<file path="src/rtl/adat_pkg.sv">
// adat_pkg - constants, types and the frame packing helper shared by the
// ADAT transmitter (and the future receiver).
//
// adat_pack_frame() returns the 256-bit frame in bit-index order
// (bit 0 is sent first).
package adat_pkg;

    localparam int ADAT_FRAME_BITS = 256;
    localparam int ADAT_SYNC_BITS  = 10;
    localparam int ADAT_CHANNELS   = 8;
    localparam int ADAT_SAMPLE_W   = 24;

    typedef logic [ADAT_SAMPLE_W-1:0]       adat_sample_t;
    typedef adat_sample_t [ADAT_CHANNELS-1:0] adat_frame_t;

    typedef enum logic {
        ST_IDLE = 1'b0,
        ST_RUN  = 1'b1
    } adat_tx_state_t;

    // Sync zeros, a 1, then (1,U3..U0), then 48 groups of (1, nibble):
    // channel 0 first, MSB nibble first, MSB first within a nibble.
    function automatic logic [ADAT_FRAME_BITS-1:0] adat_pack_frame(
        input adat_frame_t frame,
        input logic [3:0]  user
    );
        logic [ADAT_FRAME_BITS-1:0] v;
        v = '0;
        v[ADAT_SYNC_BITS] = 1'b1;
        v[11] = 1'b1;
        for (int i = 0; i < 4; i++) begin
            v[12 + i] = user[3 - i];
        end
        for (int g = 0; g < 48; g++) begin
            v[16 + 5*g] = 1'b1;
            for (int k = 0; k < 4; k++) begin
                v[17 + 5*g + k] = frame[g/6][ADAT_SAMPLE_W - 1 - 4*(g%6) - k];
            end
        end
        return v;
    endfunction

endpackage

</file>
<file path="src/rtl/adat_tx_stage.sv">
// adat_tx_stage - 8 x 24-bit staging buffer for one ADAT frame.
//
// Ports:
//   clk_i, rst_i     clock, synchronous active-high reset
//   ch_data_i/valid  incoming sample stream
//   ch_ready_o       registered ready; low when full or in a swap cycle
//   swap_i           frame swap happening this clock
//   swap_next_i      frame swap will happen next clock (lets ready be registered)
//   frame_o          staged samples, index = channel
//   full_o           all 8 words staged
//   underrun_o       sticky, set by a swap that finds fewer than 8 words
module adat_tx_stage
    import adat_pkg::*;
(
    input  logic         clk_i,
    input  logic         rst_i,
    input  logic [23:0]  ch_data_i,
    input  logic         ch_valid_i,
    output logic         ch_ready_o,
    input  logic         swap_i,
    input  logic         swap_next_i,
    output adat_frame_t  frame_o,
    output logic         full_o,
    output logic         underrun_o
);

    logic [3:0]  r_count;
    adat_frame_t r_frame;
    logic        r_ready;
    logic        r_underrun;

    logic        w_accept;
    logic [3:0]  w_count_nxt;

    assign w_accept = ch_valid_i && r_ready;

    // A swap empties the buffer; partial words are simply forgotten.
    always_comb begin
        w_count_nxt = r_count;
        if (swap_i) begin
            w_count_nxt = 4'd0;
        end else if (w_accept) begin
            w_count_nxt = r_count + 4'd1;
        end
    end

    always_ff @(posedge clk_i) begin
        if (rst_i) begin
            r_count    <= 4'd0;
            r_frame    <= '0;
            r_ready    <= 1'b0;
            r_underrun <= 1'b0;
        end else begin
            r_count <= w_count_nxt;
            if (w_accept && !swap_i) begin
                r_frame[r_count[2:0]] <= ch_data_i;
            end
            // Ready is computed one clock early so it is already low in the swap cycle.
            r_ready <= (w_count_nxt < 4'd8) && !swap_next_i;
            if (swap_i && (r_count != 4'd8)) begin
                r_underrun <= 1'b1;
            end
        end
    end

    assign ch_ready_o = r_ready;
    assign frame_o    = r_frame;
    assign full_o     = (r_count == 4'd8);
    assign underrun_o = r_underrun;

endmodule

</file>
<file path="src/rtl/adat_tx.sv">
// adat_tx - single-lane ADAT optical transmitter.
//
// Ports:
//   clk_i          system clock (512*fs with CLKS_PER_BIT=2)
//   rst_i          synchronous active-high reset
//   enable_i       transmit enable
//   user_i         user bits U3..U0, latched at the frame swap
//   ch_data_i      channel sample, MSB first on the line
//   ch_valid_i     sample valid
//   ch_ready_o     staging buffer can take a word
//   frame_start_o  pulse while bit 0 of a frame is on the line
//   word_clk_o     high during bits 0..127
//   underrun_o     sticky underrun flag
//   adat_o         NRZI line output
//
// Build option ADAT_TX_UNDERRUN_REPEAT_EN: on underrun the previous samples
// are repeated instead of sending digital silence.
//
// state   | meaning
// ST_IDLE | enabled (or not) but no bit sent yet; next bit_ce swaps and starts bit 0
// ST_RUN  | frame in progress; swap happens on the 255->0 wrap
module adat_tx
    import adat_pkg::*;
#(
    parameter int CLKS_PER_BIT = 2
) (
    input  logic        clk_i,
    input  logic        rst_i,
    input  logic        enable_i,
    input  logic [3:0]  user_i,
    input  logic [23:0] ch_data_i,
    input  logic        ch_valid_i,
    output logic        ch_ready_o,
    output logic        frame_start_o,
    output logic        word_clk_o,
    output logic        underrun_o,
    output logic        adat_o
);

    localparam logic [3:0] DIV_LAST = 4'(CLKS_PER_BIT - 1);

    logic           r_en;
    logic [3:0]     r_div;
    logic [7:0]     r_bit;
    adat_tx_state_t r_state;
    adat_frame_t    r_shift;
    logic [3:0]     r_user;
    logic           r_adat;
    logic           r_frame_start;
    logic           r_word_clk;

    logic           w_bit_ce;
    logic           w_swap;
    logic           w_swap_next;
    logic [3:0]     w_div_nxt;
    logic [7:0]     w_bit_nxt;
    adat_tx_state_t w_state_nxt;
    logic [ADAT_FRAME_BITS-1:0] w_frame_bits;
    logic           w_line_bit;
    adat_frame_t    w_stage_frame;
    logic           w_stage_full;

    assign w_bit_ce = r_en && (r_div == DIV_LAST);
    assign w_swap   = w_bit_ce && ((r_bit == 8'hFF) || (r_state == ST_IDLE));

    always_comb begin
        w_div_nxt   = 4'd0;
        w_bit_nxt   = 8'd0;
        w_state_nxt = ST_IDLE;
        if (r_en) begin
            w_div_nxt   = w_bit_ce ? 4'd0 : r_div + 4'd1;
            w_bit_nxt   = r_bit + {7'd0, w_bit_ce};
            w_state_nxt = w_bit_ce ? ST_RUN : r_state;
        end
    end

    // r_en follows enable_i, so enable_i is exactly next clock's r_en and the
    // swap can be predicted a clock ahead for the registered ready.
    assign w_swap_next = enable_i && (w_div_nxt == DIV_LAST) &&
                         ((w_bit_nxt == 8'hFF) || (w_state_nxt == ST_IDLE));

    assign w_frame_bits = adat_pack_frame(r_shift, r_user);
    assign w_line_bit   = w_frame_bits[r_bit];

    always_ff @(posedge clk_i) begin
        if (rst_i) begin
            r_en          <= 1'b0;
            r_div         <= 4'd0;
            r_bit         <= 8'd0;
            r_state       <= ST_IDLE;
            r_shift       <= '0;
            r_user        <= 4'd0;
            r_adat        <= 1'b0;
            r_frame_start <= 1'b0;
            r_word_clk    <= 1'b0;
        end else begin
            r_en          <= enable_i;
            r_div         <= w_div_nxt;
            r_bit         <= w_bit_nxt;
            r_state       <= w_state_nxt;
            r_frame_start <= w_bit_ce && (r_bit == 8'd0);
            if (w_bit_ce) begin
                r_adat <= r_adat ^ w_line_bit;
            end
            if (!r_en) begin
                r_word_clk <= 1'b0;
            end else if (w_bit_ce) begin
                r_word_clk <= ~r_bit[7];
            end
            // Bit 255 of the old frame is sent from the old buffer in this same clock.
            if (w_swap) begin
                r_user <= user_i;
                if (w_stage_full) begin
                    r_shift <= w_stage_frame;
                end else begin
`ifdef ADAT_TX_UNDERRUN_REPEAT_EN
                    r_shift <= r_shift;
`else
                    r_shift <= '0;
`endif
                end
            end
        end
    end

    adat_tx_stage u_stage (
        .clk_i       (clk_i),
        .rst_i       (rst_i),
        .ch_data_i   (ch_data_i),
        .ch_valid_i  (ch_valid_i),
        .ch_ready_o  (ch_ready_o),
        .swap_i      (w_swap),
        .swap_next_i (w_swap_next),
        .frame_o     (w_stage_frame),
        .full_o      (w_stage_full),
        .underrun_o  (underrun_o)
    );

    assign adat_o        = r_adat;
    assign frame_start_o = r_frame_start;
    assign word_clk_o    = r_word_clk;

endmodule

</file>
<file path="config.mk">
export PLATFORM = sky130hd
export DESIGN_NAME = adat_tx
export DESIGN_NICKNAME = d
export VERILOG_FILES = /design/src/rtl/adat_pkg.sv /design/src/rtl/adat_tx_stage.sv /design/src/rtl/adat_tx.sv
export SDC_FILE = /design/constraint.sdc
export NUM_CORES = 1
export LEC_CHECK = 0
export CAP_MARGIN = 20
export CORE_MARGIN = 2
export CORE_UTILIZATION = 36
export DETAILED_ROUTE_END_ITERATION = 7
export DONT_BUFFER_PORTS = 1
export PLACE_DENSITY_LB_ADDON = 0.08
export SYNTH_ARGS = -nofsm -noshare
export SYNTH_HDL_FRONTEND = slang
export SYNTH_SLANG_ARGS = --single-unit
</file>
<file path="constraint.sdc">
create_clock -name clk_i -period 3.1 [get_ports clk_i]
set_input_delay 0.62 -clock clk_i [delete_from_list [all_inputs] [get_ports clk_i]]
set_output_delay 0.62 -clock clk_i [all_outputs]
set_load 0.005 [all_outputs]
</file>
==> run metrics, run 1 <==
outcome finished clean; Clock Tree Buf Depth 3; crit path time final 2900 ps; Post-CTS Hold Fix Bufs 0; DP Area between 0.015 and 0.02 mm^2; nets@finish about 1.6k; period utilization around 93%; dominant synthesized flop cell dfxtp_1; GRT Total Usage between 20 and 25%; setup TNS 0 ps; P&R area growth vs syn 12.7%; DP Worst Slack 271 ps; Max-cap violations 0; worst hold path cell count 1; Die Height 212 um; final hold vios 0; Wirelength per Cell about 23 um; final instance area between 0.015 and 0.02 mm^2; setup ws final about 200 ps; CTS tree built; most common cell in the netlist dfxtp_1; DRT iter0 DRCs between 900 and 1k; Clock Skew around 21 ps; Synth Warn # 0; Final GP Congestion 0.818; Cell Rows 76; vias in the first global route approximately 11k; worst-path fanout max 18; H-tree Lvls 2; Setup CP Type flip-flop to flip-flop; critical path arrival around 3400 ps; Crit. End Element flip-flop; final core occ 40.9%; setup violators final 0; FMAX between 300 and 400 MHz; # clock sinks 411; Post-Syn Area around 0.016 mm^2; FF-to-FF Start r_bit[1]; Yosys cell types between 50 and 60; Post-synth ARST share 0%; non-filler cells, final approximately 2.2k; root buffer cell clkbuf_16; Tightest Pin Transition about 800 ps; largest net degree at the start of global routing 209; Synth Net Count 1690; Hold Path End u_stage.frame_o[124]; RSZ-0062 raised after global routing no; EDFF count, synth 0; vias per inst between 5 and 6; Synth top area share about 53%; grt total ovfl 0; DP Cell Count roughly 2.1k; die width around 210 um; 1st-pass router iterations 5; R2R depth 7; WP data required 3570 ps; #FFs+latches synth approximately 410; Hold Crit Class input pin to flip-flop; CORE AREA around 0.043 mm^2; global-route wire length before repair between 70 and 80 mm; Worst Hold Launch rst_i; number of setup buffers added after CTS 0; largest cells by area after synthesis dfxtp_1 53%, a22o_1 11%, nand2_1 9.7%, a21oi_1 6.4%, mux4_2 2.3%; commonest cells in the synthesized netlist 411 x dfxtp_1, 403 x nand2_1, 201 x a21oi_1; drt drc 0; antenna-violating nets left 0; Num CTS Buffers 47; post-synthesis cell count between 1.5k and 2k; R2R Setup Slk just over 200 ps; HPWL Detailed just over 30 mm; die footprint between 0.04 and 0.05 mm^2; Rel. slew slack between 40% and 50%; synthesized area per cell about 9.5 um^2; IO Count 37; power density cells 623 mW/mm^2; DRT Wirelength slightly above 50 mm; post-CTS resize count 0; vias about 12k; Leak Pwr 6.09 nW; # port buffers 0; CP startpoint kind flip-flop; area leader, netlist dfxtp_1; Initial Utilization around 36%; antenna violations before repair 0; Worst-Skew Late Latency between 500 and 600 ps; number of antenna diodes 0; clk slew on worst S/H paths ~60 ps; post-synthesis sequential area ratio 52.7%; Final Max Tran Viols 0; peak supply drop just under 0.4 mV; layout cells sized above 1 between 10% and 20%; worst r2r dst adat_o
worst max-delay path by stage:
stage                  start  depth (start not counted)                   end
floorplan           r_bit[0]                          8                adat_o
global placement    r_bit[2]                          9                adat_o
finish              r_bit[1]                          7                adat_o
detailed placement  r_bit[1]                          7                adat_o
global route        r_bit[2]                          9  u_stage.frame_o[136]
CTS                 r_bit[1]                          7                adat_o
cell families (layout without fill, tap and decap cells):
group | Yosys count | count (layout) | synth area share [%]
AOI/OAI and AO/OA | 474 | 474 | 21.4
xor gates and xnor gates | 12 | 12 | 0.673
adders and majority gates | 6 | 6 | 0.481
buffers and inverters | 172 | 139 | 5.34
DFF | 411 | 411 | 52.7
muxes | 66 | 66 | 5.74
and+or+nand+nor | 511 | 511 | 13.7
sequential cells by signal, indices dropped and copies added, names as in the netlist:
name,count
u_stage.underrun_o,1
r_bit,8
u_stage.ch_ready_o,1
word_clk_o,1
r_shift,192
adat_o,1
frame_start_o,1
r_user,4
u_stage.frame_o,192
r_div,4
u_stage.r_count,4
r_en,1
r_state,1
cells in the final DEF, fill, tap and decap left out, types with 7 or more instances in the layout:
cell type and n:
o21ai_0 9, buf_4 43, a2bb2oi_1 9, nor3_1 8, inv_1 8, buf_12 7, dfxtp_1 409, a21oi_1 201
mux2_2 25, mux4_2 16, nor2_1 32, clkbuf_8 7, nor2b_1 10, nand3_1 16, a22o_1 194, mux2i_1 22
clkbuf_16 49, o221ai_1 18, nand2_1 403, xnor2_1 7, o22ai_1 9, clkbuf_1 12
per-stage QoR:
step                      total power (W)  hold slack (ps)
after detailed placement          0.00562              441
after global routing               0.0113             90.1
after floorplan                   0.00563              436
final                              0.0110              109
after global placement            0.00562              436
after CTS                          0.0111             82.9
layout make-up:
| class | instances | area, um^2 |
|---|---|---|
| clock buffer | 68 | 1370 |
| clock inverter | 13 | 138 |
| fill | 4313 | 25400 |
| inverter | 8 | 30.0 |
| multi-input combinational | 1069 | 6640 |
| sequential | 411 | 8230 |
| tap | 585 | 732 |
| timing repair buffer | 50 | 463 |
worst max-delay path, stage by stage, from the launching register on:
cell,delay (ps)
dfxtp_2,590
or2_1,520
o22ai_1,150
mux4_2,490
a221o_1,390
a311oi_1,220
a2bb2oi_1,100
mux2_1,310
metal layers:
| layer | part of all wire [%] | global-route usage, % |
|---|---|---|
| met1 | 46 | 31.5 |
| met2 | 47 | 37.4 |
| met3 | 4.7 | 3.32 |
| met4 | 2.8 | 7.72 |
| met5 | 0 | 0 |
power breakdown:
group	internal (W)	switching, W	total [W]	leakage (nW)
sequential	0.00531	0.0000230	0.00533	3.31
clock	0.00322	0.00225	0.00546	0.732
combinational	0.0000443	0.000123	0.000167	2.04
total	0.00857	0.00239	0.0110	6.09
Power figures use the tool's default switching activity.
==> run 2, diff against run 1 <==
CTS_CLUSTER_SIZE = 25   (was unset)
==> results of run 2 <==
Same layout as run 1: the final DEF is identical, and so are final timing and power.
==> run 3, diff against run 2 <==
RECOVER_POWER = 50   (was unset)
==> run 3 against run 2 <==
  * Total power hardly changed
  * Die area unchanged
  * Core utilization decreased by 0.096 points
  * Cell count stayed put
  * Setup slack lost 29 ps
  * Hold slack lost 3.4 ps
  * Register-to-register slack worse by 30 ps
  * Wire length up 0.19%
  * Count of clock-buffer cells in the layout stayed put
  * Sequential power barely moved
  * Largest cell class unchanged
==> run metrics, run 3 (same netlist as run 1, synthesis figures left out) <==
outcome finished clean (unchanged); number of setup buffers added after CTS 0 (unchanged); Initial Utilization 36.3% (unchanged); most common cell after layout, fill and taps aside dfxtp_1 (unchanged); HPWL Detailed 30.9 mm (unchanged); CP Buf/Inv Count 3 (was 0); peak supply drop 0.392 mV (about the same); layout cells sized above 1 10.7% (was 11.0%); slowest stage delay, CP 600 ps (was 590 ps); Clock Skew 21.8 ps (was 21.4 ps); Hold Crit Class input pin to flip-flop (unchanged); antenna-violating nets left 0 (unchanged); Clock Tree Buf Depth 3 (unchanged); DP Cell Count 2123 (unchanged); worst-path fanout max 103 (was 18); setup violators final 0 (unchanged); number of antenna diodes 0 (unchanged); area taken by multi-input logic gates 0.00663 mm^2 (was 0.00664 mm^2); Crit. End Element flip-flop (unchanged); IO Count 37 (unchanged); R2R Setup Slk 170 ps (was 200 ps); setup TNS 0 ps (unchanged); # clock sinks 411 (unchanged); RSZ-0062 raised after global routing no (unchanged); crit path time final 2930 ps (was 2900 ps); Worst-Skew Late Latency 590 ps (about the same); global-route wire length before repair 76.6 mm (unchanged); vias per inst 5.41 (was 5.40); Leak Pwr 6.06 nW (was 6.09 nW); WP data required 3570 ps (about the same); # port buffers 0 (unchanged); largest net degree at the start of global routing 209 (unchanged); Die Height 212 um (unchanged); drt drc 0 (unchanged); vias 11.9k (about the same); Worst path top cell family by delay buffers and inverters (was compound AO/OA/AOI/OAI gates); Post-CTS Hold Fix Bufs 0 (unchanged); Rel. slew slack 46.3% (was 46.4%); Final GP Congestion 0.818 (unchanged); Final Max Tran Viols 0 (unchanged); CP startpoint kind flip-flop (unchanged); 1st-pass router iterations 5 (unchanged); clk slew on worst S/H paths 60 ps (about the same); GRT Total Usage 23.0% (unchanged); H-tree Lvls 2 (unchanged); final hold vios 0 (unchanged); antenna violations before repair 0 (unchanged); die width 212 um (unchanged); CTS tree built (unchanged); post-CTS resize count 0 (unchanged); non-filler cells, final 2204 (unchanged); CORE AREA 0.0430 mm^2 (unchanged); FILL cells 4321 (was 4313); DRT Wirelength 51.5 mm (was 51.4 mm); Num CTS Buffers 47 (unchanged); period utilization 94.4% (was 93.5%); Worst path slowest cell dfxtp_2 (unchanged); nets@finish 1625 (unchanged); power density cells 624 mW/mm^2 (was 623 mW/mm^2); grt total ovfl 0 (unchanged); DRT iter0 DRCs 979 (was 970); Cell Rows 76 (unchanged); Tot Pwr 0.0110 W (about the same); vias in the first global route 11.5k (unchanged); FMAX 342 MHz (was 345 MHz); root buffer cell clkbuf_16 (unchanged); Min Hold Slack 105 ps (was 109 ps); Wirelength per Cell 23.4 um (was 23.3 um); P&R area growth vs syn 12.4% (was 12.7%); Setup CP Type flip-flop to flip-flop (unchanged); die footprint 0.0451 mm^2 (unchanged); critical path arrival 3390 ps (was 3370 ps); Max-cap violations 0 (unchanged); Tightest Pin Transition 806 ps (was 803 ps); most frequent cells in the layout 409 x dfxtp_1, 403 x nand2_1, 201 x a21oi_1 (unchanged); Register Area 0.00823 mm^2 (unchanged); critical path, cell by cell buf_4 > nand4_1 > a21oi_4 > clkbuf_1 > nor2_1 > buf_8 > a22o_1 (was or2_1 > o22ai_1 > mux4_2 > a221o_1 > a311oi_1 > a2bb2oi_1 > mux2_1)
run 3: changes by cell type in the layout (fill, tap and decap cells not counted), sizes merged:
cell	before	now
clkbuf	68	72
buf	50	46
run 3: per-stage QoR:
step	setup WS (ps)	util, %	instance area (um^2)
floorplan	619	-	15600
global placement	238	37.4	16100
detailed placement	271	37.4	16100
CTS	254	40.9	17600
global route	24.8	40.9	17600
finish	174	40.9	17600
run 3: final timing paths:
path	depth (start not counted)	end	from
worst max-delay path	7	r_shift[122]	r_bit[1]
worst min-delay path	1	u_stage.frame_o[177]	rst_i
worst max register to register	7	r_shift[122]	r_bit[1]
worst min register to register	2	u_stage.frame_o[128]	u_stage.frame_o[128]
run 3: cell type report:
| class | instances | share of cell area [%] |
|---|---|---|
| flip-flops and latches | 411 | 46.9 |
| multi-input cells | 1069 | 37.8 |
| clock buffers | 68 | 7.79 |
| well taps | 585 | 4.17 |
| repair buffers | 50 | 2.44 |
| clock inverters | 13 | 0.784 |
| inverters | 8 | 0.171 |
run 3: routing by layer:
layer / up-vias / share of wire, % / track usage [%]
li1: 5676 / - / -
met1: 5889 / 46 / 31.5
met2: 293 / 47 / 37.4
met3: 76 / 4.6 / 3.32
met4: 0 / 2.8 / 7.72
met5: - / 0 / 0
run 3: power by group:
part / internal, W / switching [W]
Combinational: 0.0000414 / 0.000123
Clock: 0.00322 / 0.00224
Sequential: 0.00531 / 0.0000233
